<file path="config.mk">
export PLATFORM = sky130hd
export DESIGN_NAME = mem_access
export DESIGN_NICKNAME = d
export VERILOG_FILES = /design/src/rtl/mem_access.sv
export SDC_FILE = /design/constraint.sdc
export NUM_CORES = 1
export LEC_CHECK = 0
export ABC_CLOCK_PERIOD_IN_PS = 2800
export CAP_MARGIN = 0
export CELL_PAD_IN_SITES_DETAIL_PLACEMENT = 1
export CELL_PAD_IN_SITES_GLOBAL_PLACEMENT = 1
export CORE_ASPECT_RATIO = 0.75
export CORE_MARGIN = 1
export CORE_UTILIZATION = 32
export CTS_CLUSTER_DIAMETER = 60
export DETAILED_ROUTE_END_ITERATION = 8
export HOLD_SLACK_MARGIN = 0.03
export PLACE_DENSITY_LB_ADDON = 0.1
export SETUP_SLACK_MARGIN = 0.4
export SYNTH_ARGS = -nofsm -noshare
export SYNTH_HDL_FRONTEND = slang
export SYNTH_SLANG_ARGS = --single-unit
</file>
<file path="constraint.sdc">
create_clock -name clk -period 2.8 [get_ports clk]
set_input_delay 0.56 -clock clk [delete_from_list [all_inputs] [get_ports clk]]
set_output_delay 0.56 -clock clk [all_outputs]
set_load 0.02 [all_outputs]
</file>
<file path="src/rtl/mem_access.sv">
// MEM-stage data-memory access unit: issues loads/stores on a req/ack bus,
// formats lanes big-endian, and registers the writeback toward MEM/WB.
module mem_access (
    input  logic        clk,
    input  logic        rst,
    input  logic [4:0]  mem_dest_addr,
    input  logic        mem_wreg,
    input  logic [31:0] mem_dest_data,
    input  logic [3:0]  mem_op,
    input  logic [31:0] mem_addr,
    input  logic [31:0] mem_store_data,
    input  logic [31:0] bus_rdata,
    input  logic        bus_ack,
    output logic        bus_req,
    output logic        bus_we,
    output logic [31:0] bus_addr,
    output logic [3:0]  bus_sel,
    output logic [31:0] bus_wdata,
    output logic [4:0]  wb_dest_addr,
    output logic        wb_wreg,
    output logic [31:0] wb_dest_data,
    output logic        stallreq,
    output logic        exc_misalign,
    output logic [31:0] exc_badaddr
);

    localparam logic        RstEnable  = 1'b1;
    localparam logic [31:0] ZeroWord   = 32'h0000_0000;
    localparam logic [4:0]  NOPRegAddr = 5'b00000;
    localparam logic        False      = 1'b0;

    localparam logic [3:0] OpLb  = 4'd1;
    localparam logic [3:0] OpLbu = 4'd2;
    localparam logic [3:0] OpLh  = 4'd3;
    localparam logic [3:0] OpLhu = 4'd4;
    localparam logic [3:0] OpLw  = 4'd5;
    localparam logic [3:0] OpSb  = 4'd6;
    localparam logic [3:0] OpSh  = 4'd7;
    localparam logic [3:0] OpSw  = 4'd8;

    typedef enum logic {StIdle, StBusy} state_t;
    state_t state;

    logic        is_load;
    logic        is_store;
    logic        is_mem;
    logic        misalign;
    logic [3:0]  sel_c;
    logic [31:0] wdata_c;
    logic [31:0] load_c;
    logic [7:0]  rd_byte;
    logic [15:0] rd_half;

    // Decode the op: class, alignment, lane enables, store data and load result.
    always_comb begin
        is_load  = 1'b0;
        is_store = 1'b0;
        misalign = 1'b0;
        sel_c    = 4'b0000;
        wdata_c  = mem_store_data;
        load_c   = bus_rdata;

        case (mem_addr[1:0])
            2'd0:    rd_byte = bus_rdata[31:24];
            2'd1:    rd_byte = bus_rdata[23:16];
            2'd2:    rd_byte = bus_rdata[15:8];
            default: rd_byte = bus_rdata[7:0];
        endcase
        rd_half = mem_addr[1] ? bus_rdata[15:0] : bus_rdata[31:16];

        case (mem_op)
            OpLb, OpLbu, OpSb: begin
                is_load  = (mem_op != OpSb);
                is_store = (mem_op == OpSb);
                case (mem_addr[1:0])
                    2'd0:    sel_c = 4'b1000;
                    2'd1:    sel_c = 4'b0100;
                    2'd2:    sel_c = 4'b0010;
                    default: sel_c = 4'b0001;
                endcase
                wdata_c = {4{mem_store_data[7:0]}};
                load_c  = (mem_op == OpLb) ? {{24{rd_byte[7]}}, rd_byte} : {24'h0, rd_byte};
            end
            OpLh, OpLhu, OpSh: begin
                is_load  = (mem_op != OpSh);
                is_store = (mem_op == OpSh);
                misalign = mem_addr[0];
                sel_c    = mem_addr[1] ? 4'b0011 : 4'b1100;
                wdata_c  = {2{mem_store_data[15:0]}};
                load_c   = (mem_op == OpLh) ? {{16{rd_half[15]}}, rd_half} : {16'h0, rd_half};
            end
            OpLw, OpSw: begin
                is_load  = (mem_op == OpLw);
                is_store = (mem_op == OpSw);
                misalign = (mem_addr[1:0] != 2'b00);
                sel_c    = 4'b1111;
                wdata_c  = mem_store_data;
                load_c   = bus_rdata;
            end
            default: ;
        endcase
        is_mem = is_load | is_store;
    end

    // Hold upstream while an aligned access is issuing or the bus has not yet acked.
    always_comb begin
        stallreq = 1'b0;
        case (state)
            StIdle:  stallreq = is_mem & ~misalign;
            StBusy:  stallreq = ~bus_ack;
            default: stallreq = 1'b0;
        endcase
    end

    // Two-state access FSM with all bus, writeback and exception outputs registered.
    always_ff @(posedge clk) begin
        if (rst == RstEnable) begin
            state        <= StIdle;
            bus_req      <= 1'b0;
            bus_we       <= 1'b0;
            bus_addr     <= ZeroWord;
            bus_sel      <= 4'b0000;
            bus_wdata    <= ZeroWord;
            wb_dest_addr <= NOPRegAddr;
            wb_wreg      <= False;
            wb_dest_data <= ZeroWord;
            exc_misalign <= 1'b0;
            exc_badaddr  <= ZeroWord;
        end else begin
            exc_misalign <= 1'b0;
            case (state)
                StIdle: begin
                    if (!is_mem) begin
                        wb_dest_addr <= mem_dest_addr;
                        wb_wreg      <= mem_wreg;
                        wb_dest_data <= mem_dest_data;
                    end else if (misalign) begin
                        exc_misalign <= 1'b1;
                        exc_badaddr  <= mem_addr;
                        wb_wreg      <= False;
                    end else begin
                        bus_req   <= 1'b1;
                        bus_we    <= is_store;
                        bus_addr  <= {mem_addr[31:2], 2'b00};
                        bus_sel   <= sel_c;
                        bus_wdata <= wdata_c;
                        wb_wreg   <= False;
                        state     <= StBusy;
                    end
                end
                StBusy: begin
                    if (bus_ack) begin
                        bus_req <= 1'b0;
                        state   <= StIdle;
                        if (is_load) begin
                            wb_dest_addr <= mem_dest_addr;
                            wb_wreg      <= mem_wreg;
                            wb_dest_data <= load_c;
                        end else begin
                            wb_wreg <= False;
                        end
                    end else begin
                        wb_wreg <= False;
                    end
                end
                default: state <= StIdle;
            endcase
        end
    end

endmodule

</file>
After elaboration in Yosys (flattened, before gate mapping):

Index checks and enable logic that the tools add are counted.

* input port bits: 141
* latch bits: 0
* memory bits (read-only): 0
* memories kept: 0
* flip-flop bits (word level): 140
* RAM bits: 0

* muxes and demuxes: 34
* bitwise operators: 6
* div/mod/pow operators: 0
* order comparisons: 0
* equal/unequal tests: 17
* shift-type cells: 0
* add/subtract/negate cells: 0
* reduce and logical (&&, ||, !) cells: 10
* multipliers: 0

Operator list (count)
* $pmux 32 s2: 3
* $mux 32: 5
* $pmux 4 s3: 2
* $pmux 8 s3: 1
* $eq 4x3->1 const B: 4
* $mux 16: 1
* $mux 5: 3
* $reduce_and 3->1: 4
* $mux 1: 10
* $pmux 1 s2: 5
* $pmux 5 s2: 1
* $reduce_or 3->1: 3
* $eq 4x2->1 const B: 2
* $ne 2x2->1 const B: 4
* $ne 4x3->1 const B: 2
* $pmux 1 s3: 2
* $eq 4x1->1 const B: 1
* $eq 4x4->1 const B: 1
* $mux 4: 1
* $not 1->1: 4
* $eq 2x1->1 const B: 1
* $eq 2x2->1 const B: 1
* $logic_not 2->1: 1
* $ne 2x1->1 const B: 1
* other kinds (4): 4

Depth between registers and ports, before layout:

Gate-level depths: netlist of run 1.

* word-level depth: 7
* depth in mapped cells: 8
* gate-level depth less buffers: 5

Worst setup path after synthesis of run 1:

No wires, ideal clock.

* path kind: input port to output port
* start point: in mem_op[0]
* end point: out stallreq
* arrival: 1.669 ns
* required time: 2.240 ns
* stages: 6
* path buffers: 2
* slack: 0.571 ns
* path through: buf_4 nor4b_1 nor2_1 buf_6 nand3_1 o21a_1

* word-level cells in the longest chain between the ends: 6
* elaborated cells on any way between the ends: 20

Ends and longest elaborated chain
* start, declared: RTL line 9 `input logic [3:0] mem_op,`
* $eq 4x3->1 (tied with other cells): RTL line 71, 86
* $reduce_or 3->1 / $reduce_or 2->1 (equally long branches): RTL line 71 `case (mem_op)`
* $pmux 1 s3 / $pmux 1 s2 (equally long branches): RTL line 71
* $or 1x1->1 / $not 1->1 (equally long branches)
* $and 1x1->1 (*): RTL line 109 `StIdle: stallreq = is_mem & ~misalign;`
* $pmux 1 s2 (*): RTL line 108 `case (state)`
* end, declared: RTL line 22 `output logic stallreq,`

Every way passes the cells marked *; elsewhere a longest branch is shown, timed or not.

Worst setup path after layout of run 1:

* start point: in mem_op[1]
* end point: out stallreq

Same word-level chain as after synthesis.

==> results of run 1 <==
==> critical path: cells and delay by family <==
family	cells	cell delay, ps
compound gates	2	280
buf+inv	3	510
simple gates	2	390
==> kinds of logic (layout without fill, tap and decap cells) <==
| kind of cell | Yosys count | after routing |
|---|---|---|
| AND/OR/NAND/NOR | 235 | 235 |
| flip-flops | 140 | 140 |
| AO/OA/AOI/OAI | 172 | 172 |
| multiplexers | 66 | 66 |
| other | 1 | 4 |
| buffers and inverters | 89 | 389 |
==> sequential cells by signal (all words and copies together), names as in the netlist <==
name / count
bus_addr: 30
wb_wreg: 1
bus_we: 1
exc_misalign: 1
wb_dest_data: 32
bus_sel: 4
wb_dest_addr: 5
bus_wdata: 32
bus_req: 1
exc_badaddr: 32
state: 1
==> routing by layer <==
metal / track usage / part of all wire / up-vias
met4: 0.0758 / 0.015 / 4
met3: 0.0725 / 0.080 / 35
met1: 0.306 / 0.44 / 3135
met2: 0.380 / 0.46 / 243
met5: 0 / 0.0011 / -
li1: - / - / 3052
==> cells in the final DEF, fill, tap and decap left out, drive strengths merged, types with 2 or more instances in the layout <==
cell             n
a211oi          35
a21oi           56
a221oi           9
a222oi           8
a31oi            3
and2             8
buf             51
bufinv           4
clkbuf          23
clkdlybuf4s50  272
clkinv           5
conb             2
dfxtp          140
diode            2
dlymetal6s2s     4
inv             27
mux2             2
mux2i           64
nand2           80
nand3            4
nand3b           9
nor2           107
nor2b            8
nor3             7
nor3b            4
nor4b            2
o21a             3
o21ai           18
o31a             2
o32ai           25
o41ai            8
or2              2
==> cell type report <==
| cell class | count | area (um2) |
|---|---|---|
| antenna | 2 | 5.00 |
| clock buffer | 22 | 464 |
| clock inverter | 10 | 164 |
| fill | 2115 | 8520 |
| inverter | 27 | 101 |
| multi-input combinational | 475 | 3130 |
| sequential | 140 | 2800 |
| tap | 247 | 309 |
| timing repair buffer | 330 | 3330 |
==> power groups by stage <==
stage / Sequential (mW) / Combinational (mW) / Clock [mW]
after floorplan: 2.52 / 0.607 / 0
after global placement: 2.31 / 1.60 / 0
after detailed placement: 2.32 / 1.63 / 0
after CTS: 2.28 / 1.66 / 2.48
after global routing: 2.30 / 1.79 / 2.57
final: 2.28 / 1.67 / 2.43
==> per-stage QoR <==
stage	cell area [um2]	utilization	TNS [ps]	instances	hold slack, ps
5_1_grt	10300	0.548	0	1252	477
3_3_place_gp	9480	0.504	-358	1214	440
3_5_place_dp	9480	0.504	-1500	1214	448
4_1_cts	10200	0.542	0	1248	456
6_report	10300	0.548	0	1253	456
2_1_floorplan	6280	-	0	704	529
==> repair_timing <==
| action | 4_1_cts | 5_1_grt |
|---|---|---|
| endpoints found under the setup margin | 11 | 74 |
| endpoints found under the hold margin | 0 | 0 |
| cloned | 0 | 1 |
| resized for setup | 25 | 12 |
| pin swaps | 2 | 5 |
| setup buffers | 2 | 2 |
==> worst max path at each step <==
stage / to / depth (start not counted)
final: stallreq / 7
after global routing: stallreq / 7
after CTS: stallreq / 7
after detailed placement: wb_dest_data[4] / 9
after global placement: stallreq / 7
after floorplan: stallreq / 6
==> results.py, run 1 <==
metrics = {
    "status": {
        "status": "finished clean",
    },
    "die": {
        "io_pins": 283,
        "core_region_area_um2": 18800,
        "fp.dieW_um": 164,
        "die_h_um": 123,
        "start_util": 0.333,
        "num_rows": 43,
        "die_area_um2": 20200,
    },
    "critical_path": {
        "crit_top_cell": "buf_6",
        "ff2ff_setup_slack_ps": 940,
        "crit_path_cell_trace": "clkdlybuf4s15_1 > buf_6 > nor4b_4 > o21ai_2 > nand3_1 > o21a_1 > buf_6",
        "r2r_cells": 5,
        "required_ps": 2240,
        "start_kind": "input port",
        "arrival_ps": 1740,
        "cp_slowest_cell": "nor4b_4",
        "critPathKind": "in2out",
        "cpPeakStageDelay_ps": 290,
        "endpoint_kind": "output pin",
        "r2r-end": "wb_dest_data[11]",
        "crit_fanout": 3,
        "cp-startpoint": "mem_op[1]",
        "r2r_start": "state",
    },
    "clock_network": {
        "clk_transition_reported_paths_ps": 60,
        "worst_skew_pair.late_latency_ps": 420,
        "root_buffer": "clkbuf_16",
        "h-tree-depth": 4,
        "cts_hold_buf": 0,
        "numCtsBuffers": 17,
        "numClockSinks": 140,
        "clockBufferDepth": 2,
        "cts_tree": "done",
    },
    "cells_and_area": {
        "drive_above_1_share": 0.122,
        "syn_to_final_growth_pct": 64.2,
        "fin_nets": 1132,
    },
    "synthesis": {
        "synth_top_family_by_area": "compound AO/OA/AOI/OAI gates",
        "yosysTopAreaCellShare": 0.446,
        "synth_edf_count": 0,
        "synthCells": 703,
        "ys_ff_latch": 140,
        "yosys.cell_types.count": 48,
        "syn_area_um2": 6280,
        "synth_flop_cell": "dfxtp_1",
        "synth-simple-area-share": 0.166,
        "ys_async_sr_fraction": 0,
        "synthXorXnorAreaFrac": 0,
        "yosysSeqAreaShare": 0.446,
        "yosysTopAreaCell": "dfxtp_1",
        "synth_commonest_cells": "dfxtp_1, nor2_1, nand2_1",
        "yosysMostFrequentCell": "dfxtp_1",
        "synth-warning-count": 0,
        "avgSynthCellArea_um2": 8.93,
        "synthAdderAreaFrac": 0,
        "synthTopCellsByArea": "dfxtp_1, mux2i_1, nor2_1",
        "synthMuxAreaShare": 0.106,
        "synth_compound_area_frac": 0.210,
    },
    "sta": {
        "hold_violations": 0,
        "min_period_ps": 2300,
        "setup_viol": 0,
        "drv_slew": 0,
        "clock-skew-final_ps": 8.62,
        "worst_pin_slew_ps": 554,
        "slew_headroom": 0.631,
        "rsz0062_at_grt": "no",
        "setup_slack_ps": 500,
        "timing.fmax_mhz": 435,
        "min_period_over_period": 0.821,
    },
    "global_route": {
        "antenna_found_initial": 3,
        "grt_pass1_wl_mm": 36.7,
        "grt_remaining_overflow": 0,
        "grt_pass1_vias": 6646,
        "track_usage": 0.238,
        "grt_max_degree": 93,
    },
    "worst_hold_path": {
        "holdPathStages": 2,
        "hp-start": "bus_addr[17]",
        "whs_endpoint": "bus_addr[17]",
        "hp-class": "reg2reg",
    },
    "pwr": {
        "internal-power_mw": 4.52,
        "p_sw_mw": 1.86,
        "finalPower_mw": 6.39,
        "clockPowerShare": 0.381,
        "switching_share": 0.292,
        "pwr-share-seq": 0.357,
        "ir_drop_v": 0.000354,
        "p_leak_nw": 3.92,
        "comb_power_share": 0.262,
        "power.density_nw_per_um2": 619,
    },
    "routing": {
        "drt-total-wl_mm": 24.3,
        "drc": 0,
        "first_pass_iters": 6,
        "drt_iter0_drc": 413,
        "wl_per_cell_um": 19.4,
        "antenna_left": 0,
        "vias_per_cell": 5.16,
        "vias": 6469,
    },
    "placement": {
        "gp_congestion": 0.836,
        "dp_hpwl_mm": 17.7,
        "dp_slack_ps": -307,
        "io_buffer_count": 280,
    },
    "run": {
        "max_cap_viol_count": 0,
    },
}
No activity file was read; power rests on OpenSTA's default activity.
==> inputs of run 2 (changes only) <==
--- a/config.mk
+++ b/config.mk
@@ -5,13 +5,13 @@
 export SDC_FILE = /design/constraint.sdc
 export NUM_CORES = 1
 export LEC_CHECK = 0
-export ABC_CLOCK_PERIOD_IN_PS = 2800
+export ABC_CLOCK_PERIOD_IN_PS = 2100
 export CAP_MARGIN = 0
 export CELL_PAD_IN_SITES_DETAIL_PLACEMENT = 1
 export CELL_PAD_IN_SITES_GLOBAL_PLACEMENT = 1
 export CORE_ASPECT_RATIO = 0.75
 export CORE_MARGIN = 1
-export CORE_UTILIZATION = 32
+export CORE_UTILIZATION = 27
 export CTS_CLUSTER_DIAMETER = 60
 export DETAILED_ROUTE_END_ITERATION = 8
 export HOLD_SLACK_MARGIN = 0.03
==> constraint.sdc (replaced) <==
create_clock -name clk -period 2.1 [get_ports clk]
set_input_delay 0.42 -clock clk [delete_from_list [all_inputs] [get_ports clk]]
set_output_delay 0.42 -clock clk [all_outputs]
set_load 0.02 [all_outputs]
==> run 2 against run 1 <==
Die area up 18%. Final cell count up 10%. Wire length up 25%. First-iteration DRC count down 9.2%. Sequential power up 33%. Critical endpoint unchanged. Largest power group unchanged. Highest routed layer is now met4.
==> results.py, run 2 (synthesized netlist as in run 1, its figures left out) <==
metrics = {
    "status": {
        "status": "finished clean",
    },
    "global_route": {
        "use_met1": 0.313,
        "grt-busiest-layer": "met2",
        "antenna_found_initial": 0,
        "track_usage": 0.233,
        "grt_pass1_wl_mm": 42.1,
        "grt_pass1_vias": 7056,
        "use_met3": 0.0748,
        "use_met2": 0.363,
        "grt_max_degree": 84,
        "grt_remaining_overflow": 0,
    },
    "sta": {
        "slew_headroom": 0.644,
        "hold_violations": 0,
        "drv_slew": 0,
        "setup_viol": 0,
        "setup_slack_ps": 159,
        "min_period_ps": 1940,
        "setup_tns_ps": 0,
        "worst_pin_slew_ps": 533,
        "timing.fmax_mhz": 515,
        "clock-skew-final_ps": 13.0,
        "min_period_over_period": 0.924,
        "rsz0062_at_grt": "yes",
    },
    "die": {
        "core_region_area_um2": 22400,
        "fp.dieW_um": 178,
        "io_pins": 283,
        "die_h_um": 134,
        "num_rows": 47,
        "start_util": 0.280,
        "die_area_um2": 23900,
    },
    "cells_and_area": {
        "fillers": 2436,
        "syn_to_final_growth_pct": 100,
        "stdcell_area_um2": 12600,
        "multi_input_area_um2": 4190,
        "reg_top3": "bus_wdata: 32 flops, exc_badaddr: 32 flops, wb_dest_data: 32 flops",
        "mostFrequentLayoutCells": "dlygate4sd2_1, dfxtp_1, clkdlybuf4s50_1",
        "fin_cells": 1380,
        "regArea_um2": 2810,
        "layout_commonest_cell": "dlygate4sd2_1",
        "fin_nets": 1214,
        "antenna_cells": 0,
        "drive_above_1_share": 0.351,
    },
    "routing": {
        "first_pass_iters": 5,
        "drt-total-wl_mm": 30.2,
        "drt_iter0_drc": 375,
        "drc": 0,
        "wl_per_cell_um": 21.9,
        "vias": 6893,
        "antenna_left": 0,
        "vias_per_cell": 4.99,
    },
    "pwr": {
        "switching_share": 0.335,
        "p_leak_nw": 5.54,
        "internal-power_mw": 6.15,
        "pwr-share-seq": 0.328,
        "p_sw_mw": 3.10,
        "comb_power_share": 0.333,
        "clockPowerShare": 0.339,
        "finalPower_mw": 9.25,
        "ir_drop_v": 0.000480,
        "power.density_nw_per_um2": 735,
    },
    "placement": {
        "placed_area_um2": 9880,
        "dp_hpwl_mm": 17.6,
        "numPlacedInstances": 1283,
        "gp_congestion": 0.810,
        "io_buffer_count": 280,
        "dp_slack_ps": -460,
    },
    "critical_path": {
        "critPathKind": "in2out",
        "endpoint_kind": "output pin",
        "arrival_ps": 1520,
        "required_ps": 1680,
        "cp.buffers_inverters": 4,
        "cpPeakStageDelay_ps": 260,
        "crit_fanout": 3,
        "crit_path_cell_trace": "buf_6 > buf_6 > buf_12 > nor2b_2 > o21ai_4 > nand3_2 > o21a_4 > buf_6",
        "path_delay_family": "buffers and inverters",
        "start_kind": "input port",
        "crit_top_cell": "buf_6",
        "cp_slowest_cell": "nor2b_2",
    },
    "clock_network": {
        "worst_skew_pair.late_latency_ps": 430,
        "cts_hold_buf": 0,
        "clk_transition_reported_paths_ps": 70,
        "h-tree-depth": 4,
        "clockBufferDepth": 2,
        "numClockSinks": 140,
        "numCtsBuffers": 17,
        "root_buffer": "clkbuf_16",
        "cts_tree": "done",
    },
    "run": {
        "max_cap_viol_count": 0,
    },
    "worst_hold_path": {
        "hp-class": "in2reg",
    },
}
[run 2: cell types whose count changed in the layout (fill, tap and decap cells not counted), sizes merged]
cell	before	now
inv	27	33
clkbuf	23	29
dlygate4sd2	1	141
buf	51	128
clkdlybuf4s50	272	130
bufinv	4	1
dlymetal6s2s	4	1
diode	2	0
bufbuf	0	1
[run 2: power groups by stage]
stage,sequential (mW),combinational (mW),clock [mW]
after detailed placement,3.08,2.27,0
after global placement,3.08,2.26,0
after floorplan,3.36,0.880,0
final,3.04,3.08,3.13
after global routing,3.06,3.24,3.33
after CTS,3.02,2.63,3.19
[run 2: worst paths after layout]
check                                 start                to  slack (ps)  depth (start not counted)
worst max-delay path              mem_op[0]          stallreq         160                          8
worst min-delay path                    rst  wb_dest_data[13]         320                          2
worst max register to register        state  wb_dest_data[15]         290                          6
worst min register to register  bus_addr[4]       bus_addr[4]         450                          2
[run 2: metal layers]
metal | routed length (um) | vias up
met5 | 0 | -
met4 | 316 | 0
met3 | 2270 | 20
met2 | 13800 | 215
met1 | 13900 | 3414
li1 | - | 3244
[run 2: worst register-to-register path, cell delays in order (launching register included)]
cell	delay [ps]
dfxtp_4	380
nor2b_1	230
a31oi_1	100
o211a_1	280
or2_4	330
buf_12	170
o32ai_2	240
[run 2: final cells by class]
cell class	count	area share
clock buffers	19	0.0360
clock inverters	13	0.0120
inverters	27	0.00825
multi-input cells	475	0.333
flip-flops and latches	140	0.223
well taps	294	0.0292
repair buffers	412	0.358
[run 2: what timing repair did]
item                       CTS  global route
gates resized for setup    254           199
pin swaps                   28           105
setup buffers               29            10
setup endpoints to repair  280           137
gates cloned                17             9
[run 2: stage by stage]
step,hold slack (ps),utilization
after detailed placement,447,0.441
after global placement,441,0.441
final,320,0.562
after floorplan,529,-
after global routing,319,0.562
after CTS,294,0.511
